<file path="config.mk">
export PLATFORM = sky130hd
export DESIGN_NAME = seg7_scan_decoder
export DESIGN_NICKNAME = d
export VERILOG_FILES = /design/src/rtl/seg7_scan_decoder.sv
export SDC_FILE = /design/constraint.sdc
export NUM_CORES = 1
export LEC_CHECK = 0
export CAP_MARGIN = 20
export CORE_MARGIN = 5
export CORE_UTILIZATION = 54
export DETAILED_ROUTE_END_ITERATION = 10
export PLACE_DENSITY = 0.82
export SLEW_MARGIN = 25
export SYNTH_ARGS = -nofsm -noshare
export SYNTH_HDL_FRONTEND = slang
export SYNTH_SLANG_ARGS = --single-unit
export TNS_END_PERCENT = 100
</file>
<file path="constraint.sdc">
create_clock -name clk_i -period 3.6 [get_ports clk_i]
set_input_delay 0.54 -clock clk_i [delete_from_list [all_inputs] [get_ports clk_i]]
set_output_delay 0.54 -clock clk_i [all_outputs]
set_load 0.01 [all_outputs]
</file>
<file path="src/rtl/seg7_scan_decoder.sv">
// Recovers the four BCD digits shown on a multiplexed, active-low 7-segment display
// by watching its scan lines, and reports a frame only after it has been seen stable.
module seg7_scan_decoder #(
  parameter int SETTLE_CYCLES  = 4,
  parameter int STABLE_FRAMES  = 2,
  parameter int TIMEOUT_CYCLES = 65536
) (
  input  logic        clk_i,
  input  logic        rst_n_i,
  input  logic [6:0]  seg_i,
  input  logic [3:0]  an_i,
  output logic [15:0] bcd_out_o,
  output logic [3:0]  blank_mask_o,
  output logic        frame_valid_o,
  output logic        decode_err_o,
  output logic        stale_o
);

  localparam int SW = $clog2(SETTLE_CYCLES + 1);
  localparam int MW = $clog2(STABLE_FRAMES + 1);
  localparam int TW = $clog2(TIMEOUT_CYCLES + 1);
  localparam logic [SW-1:0] SETTLE_MAX  = SW'(SETTLE_CYCLES);
  localparam logic [MW-1:0] MATCH_MAX   = MW'(STABLE_FRAMES);
  localparam logic [TW-1:0] TIMEOUT_MAX = TW'(TIMEOUT_CYCLES);

  typedef enum logic [1:0] {WAIT_AN, SETTLE, SAMPLE} state_t;

  state_t        state_q, state_d;
  logic [6:0]    segMeta_q, segSync_q, segPrev_q;
  logic [3:0]    anMeta_q, anSync_q, anPrev_q;
  logic [SW-1:0] settleCnt_q, settleCnt_d;
  logic [3:0]    lastAn_q, lastAn_d;
  logic [15:0]   digits_q, digits_d, prevDigits_q, prevDigits_d, bcd_q, bcd_d;
  logic [3:0]    blanks_q, blanks_d, prevBlanks_q, prevBlanks_d, blankOut_q, blankOut_d;
  logic [3:0]    capMask_q, capMask_d;
  logic          errFlag_q, errFlag_d;
  logic [MW-1:0] matchCnt_q, matchCnt_d;
  logic [TW-1:0] timeoutCnt_q, timeoutCnt_d;
  logic          stale_q, stale_d, frameValid_q, frameValid_d, decodeErr_q, decodeErr_d;

  logic       anValid, changed, sampleEn, sameFrame;
  logic [6:0] segHigh;
  logic [3:0] decDigit;
  logic       decBlank, decIllegal;
  logic [1:0] slot;

  assign anValid = (anSync_q == 4'b1110) || (anSync_q == 4'b1101) ||
                   (anSync_q == 4'b1011) || (anSync_q == 4'b0111);
  assign changed = (segSync_q != segPrev_q) || (anSync_q != anPrev_q);

  // The sample cycle decodes the values that were proven stable in the last settle cycle.
  assign segHigh = ~segPrev_q;

  always_comb begin
    decDigit   = 4'd0;
    decBlank   = 1'b0;
    decIllegal = 1'b0;
    case (segHigh)
      7'b0111111: decDigit = 4'd0;
      7'b0000110: decDigit = 4'd1;
      7'b1011011: decDigit = 4'd2;
      7'b1001111: decDigit = 4'd3;
      7'b1100110: decDigit = 4'd4;
      7'b1101101: decDigit = 4'd5;
      7'b1111101: decDigit = 4'd6;
      7'b0000111: decDigit = 4'd7;
      7'b1111111: decDigit = 4'd8;
      7'b1101111: decDigit = 4'd9;
      7'b0000000: decBlank = 1'b1;
      default:    decIllegal = 1'b1;
    endcase
  end

  always_comb begin
    slot = 2'd0;
    case (anPrev_q)
      4'b1101: slot = 2'd1;
      4'b1011: slot = 2'd2;
      4'b0111: slot = 2'd3;
      default: slot = 2'd0;
    endcase
  end

  always_comb begin
    state_d     = state_q;
    settleCnt_d = settleCnt_q;
    sampleEn    = 1'b0;
    case (state_q)
      WAIT_AN: begin
        if (anValid && (anSync_q != lastAn_q)) begin
          state_d     = SETTLE;
          settleCnt_d = '0;
        end
      end
      SETTLE: begin
        if (!anValid) begin
          state_d = WAIT_AN;
        end else if (changed) begin
          settleCnt_d = '0;
        end else if (settleCnt_q == SETTLE_MAX) begin
          state_d = SAMPLE;
        end else begin
          settleCnt_d = settleCnt_q + 1'b1;
        end
      end
      SAMPLE: begin
        sampleEn = 1'b1;
        state_d  = WAIT_AN;
      end
      default: state_d = WAIT_AN;
    endcase
  end

  // Frame assembly, stability matching and staleness tracking.
  always_comb begin
    digits_d     = digits_q;
    blanks_d     = blanks_q;
    capMask_d    = capMask_q;
    errFlag_d    = errFlag_q;
    prevDigits_d = prevDigits_q;
    prevBlanks_d = prevBlanks_q;
    matchCnt_d   = matchCnt_q;
    timeoutCnt_d = timeoutCnt_q;
    stale_d      = stale_q;
    bcd_d        = bcd_q;
    blankOut_d   = blankOut_q;
    lastAn_d     = lastAn_q;
    frameValid_d = 1'b0;
    decodeErr_d  = 1'b0;
    sameFrame    = 1'b0;
    if (sampleEn) begin
      digits_d[{slot, 2'b00} +: 4] = decDigit;
      blanks_d[slot]  = decBlank;
      capMask_d[slot] = 1'b1;
      errFlag_d       = errFlag_q | decIllegal;
      lastAn_d        = anPrev_q;
      timeoutCnt_d    = '0;
      stale_d         = 1'b0;
      if (capMask_d == 4'hF) begin
        capMask_d = 4'h0;
        errFlag_d = 1'b0;
        if (errFlag_q || decIllegal) begin
          decodeErr_d = 1'b1;
          matchCnt_d  = '0;
        end else begin
          sameFrame = (digits_d == prevDigits_q) && (blanks_d == prevBlanks_q);
          if (!sameFrame) begin
            matchCnt_d = MW'(1);
          end else if (matchCnt_q != MATCH_MAX) begin
            matchCnt_d = matchCnt_q + 1'b1;
          end
          prevDigits_d = digits_d;
          prevBlanks_d = blanks_d;
          if ((matchCnt_d == MATCH_MAX) && !(sameFrame && (matchCnt_q == MATCH_MAX))) begin
            bcd_d        = digits_d;
            blankOut_d   = blanks_d;
            frameValid_d = 1'b1;
          end
        end
      end
    end else if (timeoutCnt_q != TIMEOUT_MAX) begin
      timeoutCnt_d = timeoutCnt_q + 1'b1;
      if (timeoutCnt_d == TIMEOUT_MAX) begin
        stale_d    = 1'b1;
        capMask_d  = 4'h0;
        errFlag_d  = 1'b0;
        matchCnt_d = '0;
      end
    end
  end

  always_ff @(posedge clk_i or negedge rst_n_i) begin
    if (!rst_n_i) begin
      segMeta_q    <= '0;
      segSync_q    <= '0;
      segPrev_q    <= '0;
      anMeta_q     <= '0;
      anSync_q     <= '0;
      anPrev_q     <= '0;
      state_q      <= WAIT_AN;
      settleCnt_q  <= '0;
      lastAn_q     <= '0;
      digits_q     <= '0;
      blanks_q     <= '0;
      capMask_q    <= '0;
      errFlag_q    <= 1'b0;
      prevDigits_q <= '0;
      prevBlanks_q <= '0;
      matchCnt_q   <= '0;
      timeoutCnt_q <= '0;
      stale_q      <= 1'b0;
      bcd_q        <= '0;
      blankOut_q   <= '0;
      frameValid_q <= 1'b0;
      decodeErr_q  <= 1'b0;
    end else begin
      segMeta_q    <= seg_i;
      segSync_q    <= segMeta_q;
      segPrev_q    <= segSync_q;
      anMeta_q     <= an_i;
      anSync_q     <= anMeta_q;
      anPrev_q     <= anSync_q;
      state_q      <= state_d;
      settleCnt_q  <= settleCnt_d;
      lastAn_q     <= lastAn_d;
      digits_q     <= digits_d;
      blanks_q     <= blanks_d;
      capMask_q    <= capMask_d;
      errFlag_q    <= errFlag_d;
      prevDigits_q <= prevDigits_d;
      prevBlanks_q <= prevBlanks_d;
      matchCnt_q   <= matchCnt_d;
      timeoutCnt_q <= timeoutCnt_d;
      stale_q      <= stale_d;
      bcd_q        <= bcd_d;
      blankOut_q   <= blankOut_d;
      frameValid_q <= frameValid_d;
      decodeErr_q  <= decodeErr_d;
    end
  end

  assign bcd_out_o     = bcd_q;
  assign blank_mask_o  = blankOut_q;
  assign frame_valid_o = frameValid_q;
  assign decode_err_o  = decodeErr_q;
  assign stale_o       = stale_q;

endmodule

</file>
==> results.md <==
- Top cells by area, synth: dfrtp_1 51%, nand2_1 5.6%, xnor2_1 4.7%
- Site row count: 39
- Ys Warns: 0
- # H-tree levels: 4
- Via Count: 5043
- Share of cells above drive strength 1: 12.9%
- HP Class: in2async
- Worst-Margin Slew: 0.958 ns
- Post-synth EDFFs: 0
- Sequential Power Share: 42.4%
- Die width: 118 µm
- CTS Buf Count: 17
- Synth cell types: 67
- Peak VDD IR: 0.590 mV
- Overall routing resource usage: 22.9%
- Nets@finish: 730
- CTS Buffer Depth: 2
- DRT iter0 DRCs: 372
- Port bufs: 35
- RSZ-0062 raised after global routing: yes
- Seq/Total Area, Yosys: 50.9%
- Period minus WS final: 3.58 ns
- Syn Nets: 672
- Count leader, synth: dfrtp_1
- CP required: 3.94 ns
- Final Non-Filler Cells: 862
- Placed instance count: 827
- Final Power: 3.53 mW
- Worst path arrival time: 3.92 ns
- Drt drc: 0
- Psw: 0.746 mW
- ANT nets after route: 0
- CP Max Fanout: 14
- Post-synth top cells: 129 x dfrtp_1, 94 x nand2_1, 40 x inv_1
- Vias per Instance: 5.85
- Final WL: 15300 µm
- Pwr per Cell Area: 455 nW/µm²
- I/O Pins: 36
- Ys flop type: dfrtp_1
- Place WS: 0.00727 ns
- Leak: 3.34 nW
- Overall die height: 118 µm
- Number of global-route vias before repair: 5214
- Initial DRT Pass Iterations: 5
- Syn Inst Count: 648
- Clock power share: 53.3%
- Yosys top cell area share: 50.9%
- Final setup margin: 0.0213 ns
- FFs w/ async S/R, synth: 100%
- Crit. End Element: flip-flop
- Grt total ovfl: 0
- Hold Slack: 0.255 ns
- Post-route clock period utilization: 99.4%
- Starting Density: 55.3%
- Root buffer cell: clkbuf_16
- FMAX: 279 MHz
- Logic pwr share: 4.3%
- MaxCap Viol Count: 0
- Clock Pin Slew Worst Setup and Hold Paths: 0.06 ns
- Switching Fraction: 21.1%
- Core Box Area: 11500 µm²
- Syn Area/Cell: 9.79 µm²
- Placer Congestion: 0.945
- Worst skew pair latency: 0.43 ns
- Final Max Slew Viols: 0
- Slew HR: 35.9%
- Status: finished clean
- Final Core Density: 67.6%
- Post-DP HPWL: 10500 µm
- #FFs+latches synth: 129
- Final Hold Fails: 0
- Global-route wire length before repair: 25900 µm
- Antenna violations before repair: 0
- Reg2reg path depth: 10
- Cell accounting for the most synthesized area: dfrtp_1
- Largest net degree at the start of global routing: 72
- Kind of critical path: reg2reg
- Internal power: 2.78 mW
- WL per Instance: 17.7 µm
- Setup Skew: 0.0188 ns
- Worst setup SP type: flip-flop
- CTS Hold Buffers Added: 0
- Layout area overhead: 22.3%
- Final Setup Violations: 0
- Die area: 14000 µm²
- CTS Sinks: 129
- Mapped Area: 6340 µm²
- Antenna diodes: 0
- CTS tree: yes
[cell type report]
type | count | area, µm²
Fill cell | 849 | 3710
Clock inverter | 13 | 209
Tap cell | 143 | 179
Clock buffer | 19 | 443
Multi-Input combinational cell | 443 | 2860
Inverter | 41 | 154
Timing Repair Buffer | 74 | 678
Sequential cell | 129 | 3230
[cells in the final DEF (no fill, tap or decap), types with 4 or more instances in the layout]
cell,n
a21oi_1,16
a22o_1,7
a22oi_1,4
a2bb2oi_1,5
and3_1,7
buf_4,37
bufinv_16,5
clkbuf_16,17
clkdlybuf4s50_1,34
dfrtp_1,125
dfrtp_2,4
ha_1,8
inv_1,40
mux2_1,4
mux2i_1,18
nand2_1,92
nand2b_1,7
nand3_1,17
nand4_1,11
nor2_1,39
nor3_1,15
nor3b_1,5
nor4_1,10
o21ai_0,37
o22ai_1,8
o31ai_1,11
or3_1,6
xnor2_1,34
xor2_1,15
[power groups by stage]
stage          logic [mW]  clock network [mW]  registers (mW)
2_1_floorplan      0.0824                   0            1.51
3_3_place_gp        0.145                   0            1.52
3_5_place_dp        0.148                   0            1.52
4_1_cts             0.150                1.91            1.49
5_1_grt             0.168                2.00            1.50
6_report            0.153                1.88            1.50
[registers in the layout, indices dropped and copies added, names as in the netlist, 2 cells and up]
register / flops
capMask_q: 4
blank_mask_o: 4
matchCnt_q: 2
prevDigits_q: 16
anSync_q: 4
segMeta_q: 7
lastAn_q: 4
digits_q: 16
segSync_q: 7
settleCnt_q: 3
prevBlanks_q: 4
timeoutCnt_q: 17
bcd_out_o: 16
anPrev_q: 4
blanks_q: 4
segPrev_q: 7
state_q: 2
anMeta_q: 4
[path summary, 6_finish.rpt]
check,from,endpoint,slack [ns]
max in group asynchronous,rst_n_i,anPrev_q[2],2.52
worst max-delay path,segPrev_q[5],blank_mask_o[1],0.02
worst min-delay path,rst_n_i,blank_mask_o[1],0.26
min in group clk_i,segMeta_q[6],segSync_q[6],0.35
worst min register to register,segMeta_q[6],segSync_q[6],0.35
worst max register to register,segPrev_q[5],blank_mask_o[1],0.02
[layer usage]
layer / wire length (µm) / vias up / GRT usage [%]
met1: 6280 / 2464 / 29.0
met4: 326 / 0 / 9.00
met5: 0 / - / 0
met2: 7720 / 186 / 36.9
li1: - / 2369 / -
met3: 947 / 24 / 7.07
[logic make-up after synthesis]
group                    after synthesis  share of synthesized area (%)
AND/OR/NAND/NOR                      237                           18.4
flip-flops                           129                           50.9
AO/OA/AOI/OAI                        121                           12.7
buffers and inverters                 76                           4.91
XOR/XNOR                              50                           7.02
multiplexers                          24                           3.91
adder cells (fa/ha/maj)               11                           2.17
[repair_timing]
item | in CTS | in global routing
endpoints found under the setup margin | 4 | 22
resized for setup | 1 | 12
pin swaps | 0 | 3
setup buffers | 0 | 3
[stage by stage]
step                      cell area [µm²]  TNS (ns)
final                                7760         0
after global routing                 7760     -1.57
after CTS                            7690         0
after detailed placement             7040         0
after global placement               7040         0
after floorplan                      6360         0
[critical path, cell delays in order, from the launching register on]
cell	delay, ns
dfrtp_1	0.55
nor4b_1	0.43
and3_1	0.22
a31oi_1	0.16
o21a_1	0.39
a22o_1	0.27
or4_4	0.58
nor4_4	0.36
buf_12	0.17
buf_12	0.15
mux2i_1	0.20
(Power assumes the default switching activity.)
